**config.mk**
```make
export PLATFORM = sky130hd
export DESIGN_NAME = agu_read_engine_flat
export DESIGN_NICKNAME = d
export VERILOG_FILES = /design/src/rtl/agu_read_engine_if.sv /design/src/rtl/agu_read_engine.sv /design/src/flat_wrapper.sv
export SDC_FILE = /design/constraint.sdc
export NUM_CORES = 1
export LEC_CHECK = 0
export ABC_AREA = 1
export CORE_MARGIN = 1
export CORE_UTILIZATION = 45
export DETAILED_ROUTE_END_ITERATION = 16
export GPL_TIMING_DRIVEN = 0
export PLACE_DENSITY = 0.7
export RECOVER_POWER = 25
export SLEW_MARGIN = 10
export SYNTH_ARGS = -nofsm -noshare
export SYNTH_HDL_FRONTEND = slang
export SYNTH_SLANG_ARGS = --single-unit
```
**constraint.sdc**
```tcl
create_clock -name clk_i -period 2.7 [get_ports clk_i]
set_clock_uncertainty 0.15 [all_clocks]
set_input_delay 0.675 -clock clk_i [delete_from_list [all_inputs] [get_ports clk_i]]
set_output_delay 0.675 -clock clk_i [all_outputs]
set_load 0.02 [all_outputs]
```
**src/rtl/agu_read_engine_if.sv**
```systemverilog
// Signal bundle between the AGU-facing read engine and its surroundings: control,
// address stream, memory read port and the buffered read-data output.
interface agu_read_engine_if #(
    parameter int unsigned ADDR_W = 64,
    parameter int unsigned DATA_W = 64
);
    logic              start;
    logic [63:0]       transfer_size;
    logic [ADDR_W-1:0] addr_in;
    logic              addr_valid;
    logic              addr_ready;
    logic              mem_req;
    logic [ADDR_W-1:0] mem_addr;
    logic [DATA_W-1:0] mem_rdata;
    logic [DATA_W-1:0] data_out;
    logic              data_valid;
    logic              data_ready;
    logic              busy;
    logic              done;

    // Engine side.
    modport slave (
        input  start, transfer_size, addr_in, addr_valid, mem_rdata, data_ready,
        output addr_ready, mem_req, mem_addr, data_out, data_valid, busy, done
    );

    // Environment side: AGU, memory and downstream consumer.
    modport master (
        output start, transfer_size, addr_in, addr_valid, mem_rdata, data_ready,
        input  addr_ready, mem_req, mem_addr, data_out, data_valid, busy, done
    );
endinterface

```
**src/rtl/agu_read_engine.sv**
```systemverilog
// Read engine: issues one 1-cycle-latency memory read per accepted AGU address and
// returns the words in order through a small credit-protected FIFO.
module agu_read_engine #(
    parameter int unsigned ADDR_W     = 64,
    parameter int unsigned DATA_W     = 64,
    parameter int unsigned FIFO_DEPTH = 4
) (
    input  logic             clk_i,
    input  logic             rst_ni,
    agu_read_engine_if.slave bus_io
);
    localparam int unsigned PtrW = $clog2(FIFO_DEPTH);
    localparam int unsigned CntW = PtrW + 1;
    localparam int unsigned OccW = CntW + 1;

    localparam logic [1:0] StIdle  = 2'd0;
    localparam logic [1:0] StRun   = 2'd1;
    localparam logic [1:0] StDrain = 2'd2;
    localparam logic [1:0] StDone  = 2'd3;

    logic [1:0]        state_q, state_d;
    logic [63:0]       size_q, size_d;
    logic [63:0]       issued_q, issued_d;
    logic [63:0]       delivered_q, delivered_d;
    logic              inflight_q;
    logic [PtrW-1:0]   wr_ptr_q, rd_ptr_q;
    logic [CntW-1:0]   count_q, count_d;
    logic [DATA_W-1:0] fifo_mem [FIFO_DEPTH];

    logic            addr_ready;
    logic            accept;
    logic            push;
    logic            pop;
    logic            fifo_empty;
    logic            credit_ok;
    logic [OccW-1:0] occupancy;

    // Words already buffered plus the read still in flight must fit in the FIFO,
    // so a capture can never find it full.
    assign occupancy  = {1'b0, count_q} + {{CntW{1'b0}}, inflight_q};
    assign credit_ok  = occupancy < OccW'(FIFO_DEPTH);
    assign addr_ready = (state_q == StRun) && (issued_q < size_q) && credit_ok;
    assign accept     = bus_io.addr_valid && addr_ready;
    assign push       = inflight_q;
    assign fifo_empty = (count_q == '0);
    assign pop        = !fifo_empty && bus_io.data_ready;
    assign count_d    = count_q + CntW'(push) - CntW'(pop);

    always_comb begin
        state_d     = state_q;
        size_d      = size_q;
        issued_d    = issued_q;
        delivered_d = delivered_q;
        if (accept) begin
            issued_d = issued_q + 64'd1;
        end
        if (pop) begin
            delivered_d = delivered_q + 64'd1;
        end
        case (state_q)
            StIdle: begin
                if (bus_io.start) begin
                    size_d      = bus_io.transfer_size;
                    issued_d    = '0;
                    delivered_d = '0;
                    state_d     = (bus_io.transfer_size == '0) ? StDone : StRun;
                end
            end
            StRun: begin
                if (issued_q == size_q) begin
                    state_d = StDrain;
                end
            end
            StDrain: begin
                // Look at the post-pop count so done follows the last pop by one cycle.
                if (delivered_d == size_q) begin
                    state_d = StDone;
                end
            end
            StDone: begin
                state_d = StIdle;
            end
            default: begin
                state_d = StIdle;
            end
        endcase
    end

    always_ff @(posedge clk_i or negedge rst_ni) begin
        if (!rst_ni) begin
            state_q     <= StIdle;
            size_q      <= '0;
            issued_q    <= '0;
            delivered_q <= '0;
            inflight_q  <= 1'b0;
            wr_ptr_q    <= '0;
            rd_ptr_q    <= '0;
            count_q     <= '0;
        end else begin
            state_q     <= state_d;
            size_q      <= size_d;
            issued_q    <= issued_d;
            delivered_q <= delivered_d;
            inflight_q  <= accept;
            count_q     <= count_d;
            if (push) begin
                wr_ptr_q <= wr_ptr_q + PtrW'(1);
            end
            if (pop) begin
                rd_ptr_q <= rd_ptr_q + PtrW'(1);
            end
        end
    end

    // Storage needs no reset: the cleared count hides whatever it holds.
    always_ff @(posedge clk_i) begin
        if (push) begin
            fifo_mem[wr_ptr_q] <= bus_io.mem_rdata;
        end
    end

    assign bus_io.addr_ready = addr_ready;
    assign bus_io.mem_req    = accept;
    assign bus_io.mem_addr   = bus_io.addr_in[ADDR_W-1:0];
    assign bus_io.data_valid = !fifo_empty;
    assign bus_io.data_out   = fifo_empty ? '0 : fifo_mem[rd_ptr_q];
    assign bus_io.busy       = (state_q != StIdle);
    assign bus_io.done       = (state_q == StDone);
endmodule
```
**src/flat_wrapper.sv**
```systemverilog
// flat-port wrapper written by rule: the top's interface ports become plain ports
module agu_read_engine_flat 
#(
    parameter int unsigned ADDR_W     = 64,
    parameter int unsigned DATA_W     = 64,
    parameter int unsigned FIFO_DEPTH = 4
)
  (clk_i, rst_ni, bus_io_start, bus_io_transfer_size, bus_io_addr_in, bus_io_addr_valid, bus_io_mem_rdata, bus_io_data_ready, bus_io_addr_ready, bus_io_mem_req, bus_io_mem_addr, bus_io_data_out, bus_io_data_valid, bus_io_busy, bus_io_done);
  agu_read_engine_if #(.ADDR_W(ADDR_W), .DATA_W(DATA_W)) bus_io_i ();
  input  logic clk_i;
  input  logic rst_ni;
  input wire logic [$bits(bus_io_i.start)-1:0] bus_io_start;
  input wire logic [$bits(bus_io_i.transfer_size)-1:0] bus_io_transfer_size;
  input wire logic [$bits(bus_io_i.addr_in)-1:0] bus_io_addr_in;
  input wire logic [$bits(bus_io_i.addr_valid)-1:0] bus_io_addr_valid;
  input wire logic [$bits(bus_io_i.mem_rdata)-1:0] bus_io_mem_rdata;
  input wire logic [$bits(bus_io_i.data_ready)-1:0] bus_io_data_ready;
  output wire logic [$bits(bus_io_i.addr_ready)-1:0] bus_io_addr_ready;
  output wire logic [$bits(bus_io_i.mem_req)-1:0] bus_io_mem_req;
  output wire logic [$bits(bus_io_i.mem_addr)-1:0] bus_io_mem_addr;
  output wire logic [$bits(bus_io_i.data_out)-1:0] bus_io_data_out;
  output wire logic [$bits(bus_io_i.data_valid)-1:0] bus_io_data_valid;
  output wire logic [$bits(bus_io_i.busy)-1:0] bus_io_busy;
  output wire logic [$bits(bus_io_i.done)-1:0] bus_io_done;
  assign bus_io_i.start = bus_io_start;
  assign bus_io_i.transfer_size = bus_io_transfer_size;
  assign bus_io_i.addr_in = bus_io_addr_in;
  assign bus_io_i.addr_valid = bus_io_addr_valid;
  assign bus_io_i.mem_rdata = bus_io_mem_rdata;
  assign bus_io_i.data_ready = bus_io_data_ready;
  assign bus_io_addr_ready = bus_io_i.addr_ready;
  assign bus_io_mem_req = bus_io_i.mem_req;
  assign bus_io_mem_addr = bus_io_i.mem_addr;
  assign bus_io_data_out = bus_io_i.data_out;
  assign bus_io_data_valid = bus_io_i.data_valid;
  assign bus_io_busy = bus_io_i.busy;
  assign bus_io_done = bus_io_i.done;
  agu_read_engine #(.ADDR_W(ADDR_W), .DATA_W(DATA_W), .FIFO_DEPTH(FIFO_DEPTH)) u_core (.clk_i(clk_i), .rst_ni(rst_ni), .bus_io(bus_io_i));
endmodule
```
==> impl_metrics.tcl <==
set metrics [dict create \
    yosys_most_used_dff "edfxtp_1" \
    nets 3698 \
    endpoint_kind "output port" \
    fillers 4635 \
    layout_common_cells "nand2_1, nor2_1, edfxtp_1" \
    synthCells 2982 \
    min_period_over_period_pct 134 \
    io_buffers 265 \
    yosysSeqAreaShare_pct 51.0 \
    yosysTopAreaCellShare_pct 30.7 \
    violations "negative setup slack" \
    use_met1_pct 36.7 \
    ant_nets 0 \
    io_pins 330 \
    clock_latency_ns 0.63 \
    dieArea_um2 56500 \
    htree_levels 2 \
    ys_ff_latch 458 \
    core_area_um2 55000 \
    holdWs_ns 0.383 \
    grt_util_all_layers_pct 28.8 \
    grt_busiest_layer "met2" \
    first_iter_violations 1927 \
    cts_buffer_depth 3 \
    dr.pass1.iters 6 \
    hold_class "register to register" \
    grt_overflow_total 0 \
    clk_pin_slew_ns 0.07 \
    maxCapViolCount 0 \
    cts-root-buf "clkbuf_16" \
    synthTopCellsByArea "edfxtp_1, dfrtp_1, nand2_1" \
    synth_nets 3258 \
    antenna_found_initial 11 \
    leakagePower_nw 13.4 \
    wire_per_inst_um 20.1 \
    syn_avg_cell_area_um2 8.39 \
    routed_via_density 5.39 \
    powerDensity_nw_per_um2 883 \
    hold_violations 0 \
    status "finished with violations" \
    min_period_ns 3.61 \
    critPathKind "register to output port" \
    cts_buffers 49 \
    synth_cell_types 50 \
    initial_core_util_pct 45.5 \
    route.detailed.drc 0 \
    synth_edf_count 256 \
    vdd.ir_drop.worst_uv 676 \
    area_growth_pct 33.6 \
    worstPathArrival_ns 2.78 \
    grt_max_degree 89 \
    die_y_um 238 \
    tightest_slew_ns 0.723 \
    synth_area_um2 25000 \
    drive_gt1_share_pct 21.1 \
    finalMaxSlewViolations 0 \
    grt_pass1_vias 21100 \
    synthArstFlopShare_pct 44.1 \
    grt_pass1_wl_um 123000 \
    mostFrequentLayoutCell "nand2_1" \
    fmax_mhz 277 \
    clock-sinks 458 \
    use_met3_pct 3.72 \
    startpoint_type "register" \
    gp_congestion 0.982 \
    grt_setup_unrepaired "true" \
    die_width_um 238 \
    path_max_fanout 7 \
    vias 22800 \
    cp.required_ns 1.88 \
    dpl.hpwl_um 59500 \
    cts_tree "yes" \
    setup_ws_ns -0.907 \
    grtUsageMet2_pct 47.8 \
    row_count 86 \
    ys_warn_count 0 \
    relSlewSlack_pct 51.8 \
    synth_top_cell_by_area "edfxtp_1" \
    finalSetupViolations 163 \
    drt_wl_total_um 84700 \
    place_ws_ns -1.46 \
]
worst paths after layout:
check                                     from                endpoint  cells past startpoint  slack (ns)
min in group asynchronous               rst_ni  u_core.delivered_q[57]                      2        0.41
max in group asynchronous               rst_ni      u_core.issued_q[6]                      4        0.80
max reg2reg                  u_core.size_q[42]     u_core.issued_q[31]                     18       -0.35
max                        u_core.issued_q[45]          bus_io_mem_req                     12       -0.91
min reg2reg                 u_core.wr_ptr_q[0]      u_core.wr_ptr_q[0]                      1        0.38
min                         u_core.wr_ptr_q[0]      u_core.wr_ptr_q[0]                      1        0.38
cell usage after synthesis, types with 4 or more instances:
cell type / n
nor4_1: 30
nand2_1: 659
xnor3_1: 5
edfxtp_1: 256
dfrtp_1: 202
nor2_1: 525
buf_4: 66
nor2_2: 15
o21bai_1: 4
nand2_2: 8
nand4_1: 56
o21ai_0: 264
ha_1: 78
buf_2: 7
or2_2: 13
nand3b_1: 13
inv_1: 228
nor2_4: 12
inv_2: 6
xnor2_1: 15
buf_1: 19
nand3_1: 150
o21ai_1: 8
clkbuf_1: 65
xor2_1: 52
a21oi_1: 162
nor3_1: 28
worst max-delay path: stages (launching register included):
cell     delay (ns)
dfrtp_1        0.49
ha_1           0.37
nand4_1        0.14
nor3_1         0.33
nand2_1        0.10
nand3_1        0.08
nand2_1        0.07
nand2_1        0.10
inv_2          0.06
nand3_4        0.13
inv_4          0.06
buf_12         0.13
buf_8          0.12
logic make-up after synthesis:
family	after synthesis	share of synthesized area, %
AO/OA/AOI/OAI	452	9.24
XOR/XNOR	73	2.89
adder cells (fa/ha/maj)	79	3.98
buffers and inverters	394	6.97
flip-flops	458	51.0
multiplexers	1	0.0450
AND/OR/NAND/NOR	1525	25.9
per-layer routing:
metal	up-vias	wire length, um
li1	10800	-
met1	10800	33300
met2	968	40900
met3	225	5780
met4	4	4680
met5	-	21
timing repair:
action,in CTS,in global routing
buffers inserted,50,63
endpoints found under the hold margin,53,0
gates cloned,6,9
pin swaps,70,103
endpoints found under the setup margin,185,262
gates resized for setup,679,369
hold buffers,1,0
report_power, final:
part	total, mW	switching (mW)	leakage, nW	internal (mW)
registers	8.86	0.541	4.94	8.32
logic	13.4	7.78	7.57	5.59
clock network	7.28	3.04	0.855	4.24
total	29.5	11.4	13.4	18.1
layout make-up:
type / count / area (um2) / area share [%]
Timing Repair Buffer: 395 / 4020 / 12.0
Multi-Input combinational cell: 2130 / 11600 / 34.6
Antenna cell: 9 / 22.5 / 0.0674
Clock buffer: 62 / 1370 / 4.10
Tap cell: 748 / 936 / 2.80
Clock inverter: 30 / 400 / 1.20
Inverter: 236 / 913 / 2.73
Sequential cell: 458 / 12800 / 38.3
Buffer: 152 / 1410 / 4.22
stage by stage:
step | TNS (ns) | utilization [%] | power (mW) | area (um2) | cells
6_report | -37.41 | 60.8 | 29.5 | 33400 | 4220
5_1_grt | -60.56 | 60.7 | 30.9 | 33400 | 4213
4_1_cts | -43.21 | 57.9 | 28.2 | 31800 | 4150
3_5_place_dp | -144.09 | 52.3 | 19.3 | 28800 | 4001
3_3_place_gp | -1988.44 | 52.0 | 19.1 | 28600 | 3995
2_1_floorplan | 0 | - | 14.9 | 25000 | 2982
registers in the layout (all words and copies together), names as in the netlist:
signal,cells
u_core.inflight_q,1
u_core.count_q,3
u_core.wr_ptr_q,2
u_core.issued_q,64
u_core.rd_ptr_q,2
u_core.delivered_q,64
u_core.state_q,2
u_core.size_q,64
u_core.fifo_mem,256
Power figures use the tool's default switching activity.
